==> src/rtl/reaction_pkg.sv <==
// Shared definitions for the reaction-timer game: FSM state encoding and
// reset constants reused by the counter and display blocks.
package reaction_pkg;

  typedef enum logic [1:0] {
    IDLE    = 2'd0,
    DELAY   = 2'd1,
    TIMING  = 2'd2,
    CAPTURE = 2'd3
  } state_t;

  localparam logic [7:0] BEST_INIT = 8'h99;
  localparam logic [7:0] LFSR_SEED = 8'h01;

endpackage

==> src/rtl/lfsr8.sv <==
// Free-running 8-bit Fibonacci LFSR, x^8+x^6+x^5+x^4+1, used to randomise
// the pre-stimulus wait.
module lfsr8
  import reaction_pkg::*;
(
  input  logic       Clock,
  input  logic       Reset,
  output logic [7:0] q
);

  always_ff @(posedge Clock or posedge Reset) begin
    if (Reset) q <= LFSR_SEED;
    else       q <= {q[6:0], q[7] ^ q[5] ^ q[4] ^ q[3]};
  end

endmodule

==> src/rtl/reaction_stimulus.sv <==
// Reaction-timer stimulus/scoring controller: random wait, w pulse, false
// start and timeout detection, and a packed-BCD best-time register.
module reaction_stimulus
  import reaction_pkg::*;
#(
  parameter int MIN_DELAY = 16,
  parameter int RAND_BITS = 6,
  parameter int TIMEOUT   = 200
) (
  input  logic       Clock,
  input  logic       Reset,
  input  logic       tick,
  input  logic       Start,
  input  logic       Pushn,
  input  logic [3:0] BCD1,
  input  logic [3:0] BCD0,
  output logic       w,
  output logic       Busy,
  output logic       FalseStart,
  output logic       TimedOut,
  output logic       NewBest,
  output logic [3:0] Best1,
  output logic [3:0] Best0
);

  state_t     state, nextState;
  logic [8:0] dcnt, dcntNext;
  logic [7:0] tcnt, tcntNext;
  logic [7:0] best, bestNext;
  logic [7:0] lfsr;
  logic [7:0] sample;
  logic       wNext, busyNext, falseNext, timedNext, newBestNext;
  logic       unusedLfsr;

  lfsr8 u_lfsr (
    .Clock (Clock),
    .Reset (Reset),
    .q     (lfsr)
  );

  assign unusedLfsr = ^lfsr;
  assign sample     = {BCD1, BCD0};
  assign Best1      = best[7:4];
  assign Best0      = best[3:0];

  always_ff @(posedge Clock or posedge Reset) begin
    if (Reset) begin
      state      <= IDLE;
      dcnt       <= '0;
      tcnt       <= '0;
      best       <= BEST_INIT;
      w          <= 1'b0;
      Busy       <= 1'b0;
      FalseStart <= 1'b0;
      TimedOut   <= 1'b0;
      NewBest    <= 1'b0;
    end else begin
      state      <= nextState;
      dcnt       <= dcntNext;
      tcnt       <= tcntNext;
      best       <= bestNext;
      w          <= wNext;
      Busy       <= busyNext;
      FalseStart <= falseNext;
      TimedOut   <= timedNext;
      NewBest    <= newBestNext;
    end
  end

  // Every output is the registered image of its next value, so nothing
  // here reaches a port without passing through a flop.
  always_comb begin
    nextState   = state;
    dcntNext    = dcnt;
    tcntNext    = tcnt;
    bestNext    = best;
    wNext       = 1'b0;
    newBestNext = 1'b0;
    falseNext   = FalseStart;
    timedNext   = TimedOut;

    case (state)
      IDLE: begin
        if (Start && Pushn) begin
          dcntNext  = 9'(MIN_DELAY) + 9'(lfsr[RAND_BITS-1:0]);
          falseNext = 1'b0;
          timedNext = 1'b0;
          nextState = DELAY;
        end
      end
      DELAY: begin
        if (!Pushn) begin
          falseNext = 1'b1;
          nextState = IDLE;
        end else if (tick) begin
          if (dcnt == '0) begin
            wNext     = 1'b1;
            tcntNext  = 8'(TIMEOUT);
            nextState = TIMING;
          end else begin
            dcntNext = dcnt - 9'd1;
          end
        end
      end
      TIMING: begin
        if (!Pushn) begin
          nextState = CAPTURE;
        end else if (tick) begin
          if (tcnt == '0) begin
            timedNext = 1'b1;
            nextState = IDLE;
          end else begin
            tcntNext = tcnt - 8'd1;
          end
        end
      end
      CAPTURE: begin
        // Packed BCD orders numerically, so a plain unsigned compare works.
        if (tick) begin
          if (sample < best) begin
            bestNext    = sample;
            newBestNext = 1'b1;
          end
          nextState = IDLE;
        end
      end
      default: nextState = IDLE;
    endcase

    busyNext = (nextState != IDLE);
  end

endmodule

==> config.mk <==
export PLATFORM = sky130hd
export DESIGN_NAME = reaction_stimulus
export DESIGN_NICKNAME = d
export VERILOG_FILES = /design/src/rtl/reaction_pkg.sv /design/src/rtl/lfsr8.sv /design/src/rtl/reaction_stimulus.sv
export SDC_FILE = /design/constraint.sdc
export NUM_CORES = 1
export LEC_CHECK = 0
export CAP_MARGIN = 20
export CORE_MARGIN = 3
export CORE_UTILIZATION = 35
export CTS_CLUSTER_SIZE = 24
export DETAILED_ROUTE_END_ITERATION = 6
export GPL_ROUTABILITY_DRIVEN = 0
export PLACE_DENSITY = 0.57
export RECOVER_POWER = 25
export SYNTH_ARGS = -nofsm -noshare
export SYNTH_HDL_FRONTEND = slang
export SYNTH_SLANG_ARGS = --single-unit
==> constraint.sdc <==
create_clock -name Clock -period 2.92 [get_ports Clock]
set_clock_uncertainty 0.1 [all_clocks]
set_input_delay 0.73 -clock Clock [delete_from_list [all_inputs] [get_ports Clock]]
set_output_delay 0.73 -clock Clock [all_outputs]
set_load 0.01 [all_outputs]
**Word-level counts from Yosys, hierarchy flattened**

Index checks and enable logic that the tools add are counted.

- Reductions and logical operators: 13
- Equality and inequality tests: 13
- Add/sub/neg operators: 3
- Muxes and demuxes: 35
- Bitwise logic cells: 3
- Magnitude comparators: 1

Operator list:

| operator | count |
|---|---|
| 2-to-1 mux 8 bit | 6 |
| 2-to-1 mux 9 bit | 4 |
| != test 2 bit, second input constant | 10 |
| one-hot mux 9 bit (2 select lines) | 1 |
| 2-to-1 mux 2 bit | 8 |
| one-hot mux 8 bit (2 select lines) | 1 |
| 2-to-1 mux 1 bit | 12 |
| AND reduction 5 bit | 2 |
| logical NOT 9 bit | 1 |
| subtractor 9 x 1 -> 9 bit, second input constant | 1 |
| logical NOT 8 bit | 1 |
| < comparator 8 bit | 1 |
| one-hot mux 2 bit (4 select lines) | 1 |
| nonzero test 2 bit | 4 |
| subtractor 8 x 1 -> 8 bit, second input constant | 1 |
| adder 5 x 6 -> 7 bit, first input constant | 1 |
| AND reduction 7 bit | 1 |
| AND reduction 3 bit | 2 |
| == test 2 bit, second input constant | 2 |
| one-hot mux 1 bit (2 select lines) | 2 |
| XOR 1 bit | 3 |
| == test 2 x 1 -> 1 bit, second input constant | 1 |
| logical NOT 2 bit | 1 |
| logical AND 1 bit | 1 |

- Register bits after elaboration: 40
- Word-level logic and storage cells: 78
- Output and inout bits: 13

**Logic depth before layout (Yosys ltp)**

- Word-level depth: 6
- Depth in mapped cells: 8

**By module**

Synthesis repeated with hierarchy kept, for this count alone.

- Cells, all modules: 203
- Area total of the unflattened synthesis: 2153.3 um2

By module, submodules not included:

| module | area each (um2) | times used | seq. area each (um2) | cells an instance |
|---|---|---|---|---|
| reaction_stimulus | 1921.8 | 1 | 805.8 | 191 |
| lfsr8 | 231.5 | 1 | 201.4 | 12 |

**Worst setup path before layout**

Ideal clock, no wire load.

- Path type: flip-flop to flip-flop
- Start point: reg tcnt[0]
- End point: reg tcnt[7]
- Data arrival time: 2.067 ns
- Setup slack: 0.614 ns
- Path buffers: 1
- Stages on the path, launching flop included: 9
- Data required time: 2.681 ns
- Setup time: 0.139 ns
- Path through: dfrtp_1 > inv_1 > ha_1 > or4b_4 > or4_1 > buf_2 > a22o_4 > a21oi_1 > a31oi_1

- Cells in the longest elaborated chain, start to end: 5
- Elaborated cells between the ends (all ways): 8
- Those cells by class: 1 x add/sub; 1 x eq/ne; 4 x mux; 2 x reduce/logical

Ends and longest elaborated chain:

| item | line | source |
|---|---|---|
| from (decl) | reaction_stimulus.sv:28 | `logic [7:0] tcnt, tcntNext;` |
| from (signal assigned) | reaction_stimulus.sv:60 | `tcnt <= tcntNext;` |
| subtractor 8 x 1 -> 8 bit | reaction_stimulus.sv:113 | `tcntNext = tcnt - 8'd1;` |
| 2-to-1 mux 8 bit | reaction_stimulus.sv:109 | `if (tcnt == '0) begin` |
| 2-to-1 mux 8 bit | reaction_stimulus.sv:108 | `end else if (tick) begin` |
| 2-to-1 mux 8 bit | reaction_stimulus.sv:106 | `if (!Pushn) begin` |
| one-hot mux 8 bit (2 select lines) | reaction_stimulus.sv:82 | `case (state)` |

Several ways; a longest one is shown, not always the timed one. The select of a mux whose other input is x is not followed.
A chain may end at the register's enable or synchronous reset.

**Worst setup path in the final report**

- Start point: in BCD0[3]
- End point: reg best[1]

- Cells in the longest elaborated chain, start to end: 2

Ends and longest elaborated chain:

| item | line | source |
|---|---|---|
| from (decl) | reaction_stimulus.sv:16 | `input logic [3:0] BCD0,` |
| < comparator 8 bit | reaction_stimulus.sv:120 | `if (sample < best) begin` |
| AND reduction 3 bit (no source line) | - |  |
| to (signal assigned) | reaction_stimulus.sv:61 | `best <= bestNext;` |
| to (decl) | reaction_stimulus.sv:29 | `logic [7:0] best, bestNext;` |

Every way passes these cells.

==> flow_summary.json <==
{
  "yosysTopAreaCell": "dfrtp_1",
  "synthesis.nets": 226,
  "cp-end-kind": "flop",
  "grt_antenna_before_repair": 0,
  "antenna_cells": 0,
  "arrival_ns": 2.73,
  "fill_cells": 557,
  "antenna_left": 0,
  "fmax_mhz": 378,
  "grt_max_degree": 41,
  "ys_ff_latch": 40,
  "hold_end": "u_lfsr.q[7]",
  "synth_mux_area_share_pct": 4.47,
  "cts_tree": "yes",
  "instances_no_fill": 307,
  "grt_pass1_wl_um": 7050,
  "relSlewSlack_pct": 35.6,
  "synth-compound-area-share_pct": 17.6,
  "hold_violations": 0,
  "synth_xor_area_share_pct": 1.74,
  "holdBufCountCts": 0,
  "routed_wl_um": 4050,
  "first_pass_iters": 4,
  "yosysTopAreaCellShare_pct": 43.5,
  "die_y_um": 81.9,
  "dpl.hpwl_um": 2960,
  "synthSimpleGateAreaFrac_pct": 15.8,
  "synth_top_family_by_area": "compound AO/OA/AOI/OAI gates",
  "core_um2": 5540,
  "cts_sinks": 40,
  "dp_cells": 299,
  "r2r_setup_slack_ns": 0.39,
  "setup_violations": 0,
  "fin_setup_tns_ns": 0,
  "cts-root-buf": "clkbuf_8",
  "path_max_fanout": 9,
  "ys_types": 44,
  "period_needed_ns": 2.65,
  "drc_errors": 0,
  "reg2reg_to": "tcnt[3]",
  "synth_edf_count": 0,
  "async_flop_share_pct": 100,
  "grt_overflow_total": 0,
  "grt_pass1_vias": 1463,
  "initial_core_util_pct": 36.4,
  "post_cts_buffers": 0,
  "hold_start": "u_lfsr.q[6]",
  "yosysWarnings": 0,
  "timing.rr.start": "tcnt[0]",
  "area_delta_synth_final_pct": 22.6,
  "worstSetupStartpointType": "input port",
  "rsz0062_at_grt": "false",
  "cts_resized": 0,
  "insertion_delay_ns": 0.29,
  "wire_per_inst_um": 13.2,
  "io_buffers": 25,
  "synth_cells": 203,
  "post_route_cells_drive_above_1_share_pct": 11.5,
  "hold_path_class": "flop to flop",
  "irDropWorstVdd_uv": 328,
  "synthAdderAreaFrac_pct": 6.21,
  "ios": 26,
  "dpl_cell_area_um2": 2370,
  "seq_area_frac_synth_pct": 50.0,
  "final_util_pct": 44.6,
  "nets": 257,
  "power_density_nw_per_um2": 584,
  "syn_avg_cell_area_um2": 9.93,
  "design.die.area_um2": 6710,
  "cts_buffers": 5,
  "fin_crit_sh_pct": 90.6,
  "drt_first_iter_violations": 52,
  "h-tree-depth": 2,
  "p_leak_nw": 1.08,
  "via_per_inst": 5.05,
  "grt_use_total_pct": 13.8,
  "fin_area_um2": 2470,
  "reg2reg_depth": 7,
  "die_x_um": 81.9,
  "cts.clk_slew.worst_paths_ns": 0.08,
  "synth_common_cells": "dfrtp_1, nand2_1, inv_1, nor2_1",
  "synth_area_leaders": "dfrtp_1, dfstp_2, ha_1",
  "maxCapViolations": 0,
  "hold_depth": 0,
  "clk_path_buf_depth": 2,
  "synth_area_um2": 2020,
  "maxSlewViolCount": 0,
  "critPathKind": "input port to flop",
  "worstPathRequired_ns": 3.00,
  "num_rows": 27,
  "worstMarginPinSlew_ns": 0.966,
  "vias": 1549,
  "ys.flop_type": "dfrtp_1",
  "status": "completed",
  "synth.most_common_cell": "dfrtp_1"
}
-- registers in the layout (all words and copies together), names as in the netlist --
| name | count |
|---|---|
| state | 2 |
| NewBest | 1 |
| dcnt | 9 |
| w | 1 |
| best | 8 |
| u_lfsr.q | 8 |
| tcnt | 8 |
| TimedOut | 1 |
| FalseStart | 1 |
| Busy | 1 |
-- layout make-up --
type,instances,area [um^2],area share [%]
well taps,72,90.1,3.65
multi-input cells,141,925,37.4
repair buffers,29,278,11.2
clock buffers,6,72.6,2.94
clock inverters,2,35.0,1.42
inverters,17,63.8,2.58
flip-flops and latches,40,1010,40.8
-- worst max path at each step --
stage                     cells after the start     from       to  slack, ns
final                                         7  BCD0[3]  best[1]       0.27
after global routing                          7  BCD0[3]  best[1]       0.21
after CTS                                     7  BCD0[3]  best[1]       0.27
after detailed placement                      7  BCD0[3]  best[1]      -0.05
after global placement                        7  BCD0[3]  best[1]      -0.03
after floorplan                               8  tcnt[0]  tcnt[7]       0.61
-- layout by cell type, fill, tap and decap left out, types with 2 or more instances in the layout --
master            n
a21oi_1          12
a22o_1            2
a22oi_1           2
a31oi_1           5
and2_1            2
buf_4             3
clkbuf_8          5
clkdlybuf4s50_1  24
dfrtp_1          35
dfstp_2           4
ha_1             10
inv_1            17
mux2_2            8
nand2_1          23
nand2b_1          2
nand3_1           3
nor2_1           13
nor2b_1           3
nor3_1            7
nor3b_1           2
nor4_1            3
o211ai_1          2
o21a_1            2
o21ai_0          12
o21ai_1           2
o22ai_1           2
o31ai_1           4
xnor2_1           3
-- through the flow --
| step | worst slack, ns | total power [mW] | hold slack, ns |
|---|---|---|---|
| finish | 0.274 | 1.44 | 0.263 |
| global route | 0.212 | 1.55 | 0.288 |
| CTS | 0.267 | 1.47 | 0.266 |
| detailed placement | -0.0494 | 1.02 | 0.237 |
| global placement | -0.0319 | 1.01 | 0.234 |
| floorplan | 0.614 | 0.902 | 0.231 |
-- logic make-up after synthesis --
logic type,Yosys count
and+or+nand+nor,65
DFF,40
buffers and inverters,22
muxes,8
xor gates and xnor gates,4
adders and majority gates,10
AOI/OAI and AO/OA,54
-- power by group --
group	total [mW]	internal (mW)	switching, mW	leakage (nW)
Sequential	0.691	0.620	0.0709	0.516
Combinational	0.316	0.149	0.166	0.512
Clock	0.438	0.253	0.184	0.0552
-- routing by layer --
metal  vias up  GRT usage [%]  part of all wire, %
li1        785              -                    -
met3         6           3.29                  2.8
met5         -              0                    0
met2        20           20.5                   46
met1       738           19.3                   50
met4         0           5.48                  1.5
-- critical path: stages --
cell and delay (ns):
clkdlybuf4s50_1 0.44, ha_1 0.32, o211ai_1 0.09, nor2_1 0.10, nor4_1 0.06, o21ai_1 0.58, mux2_2 0.40
Power figures use the tool's default switching activity.
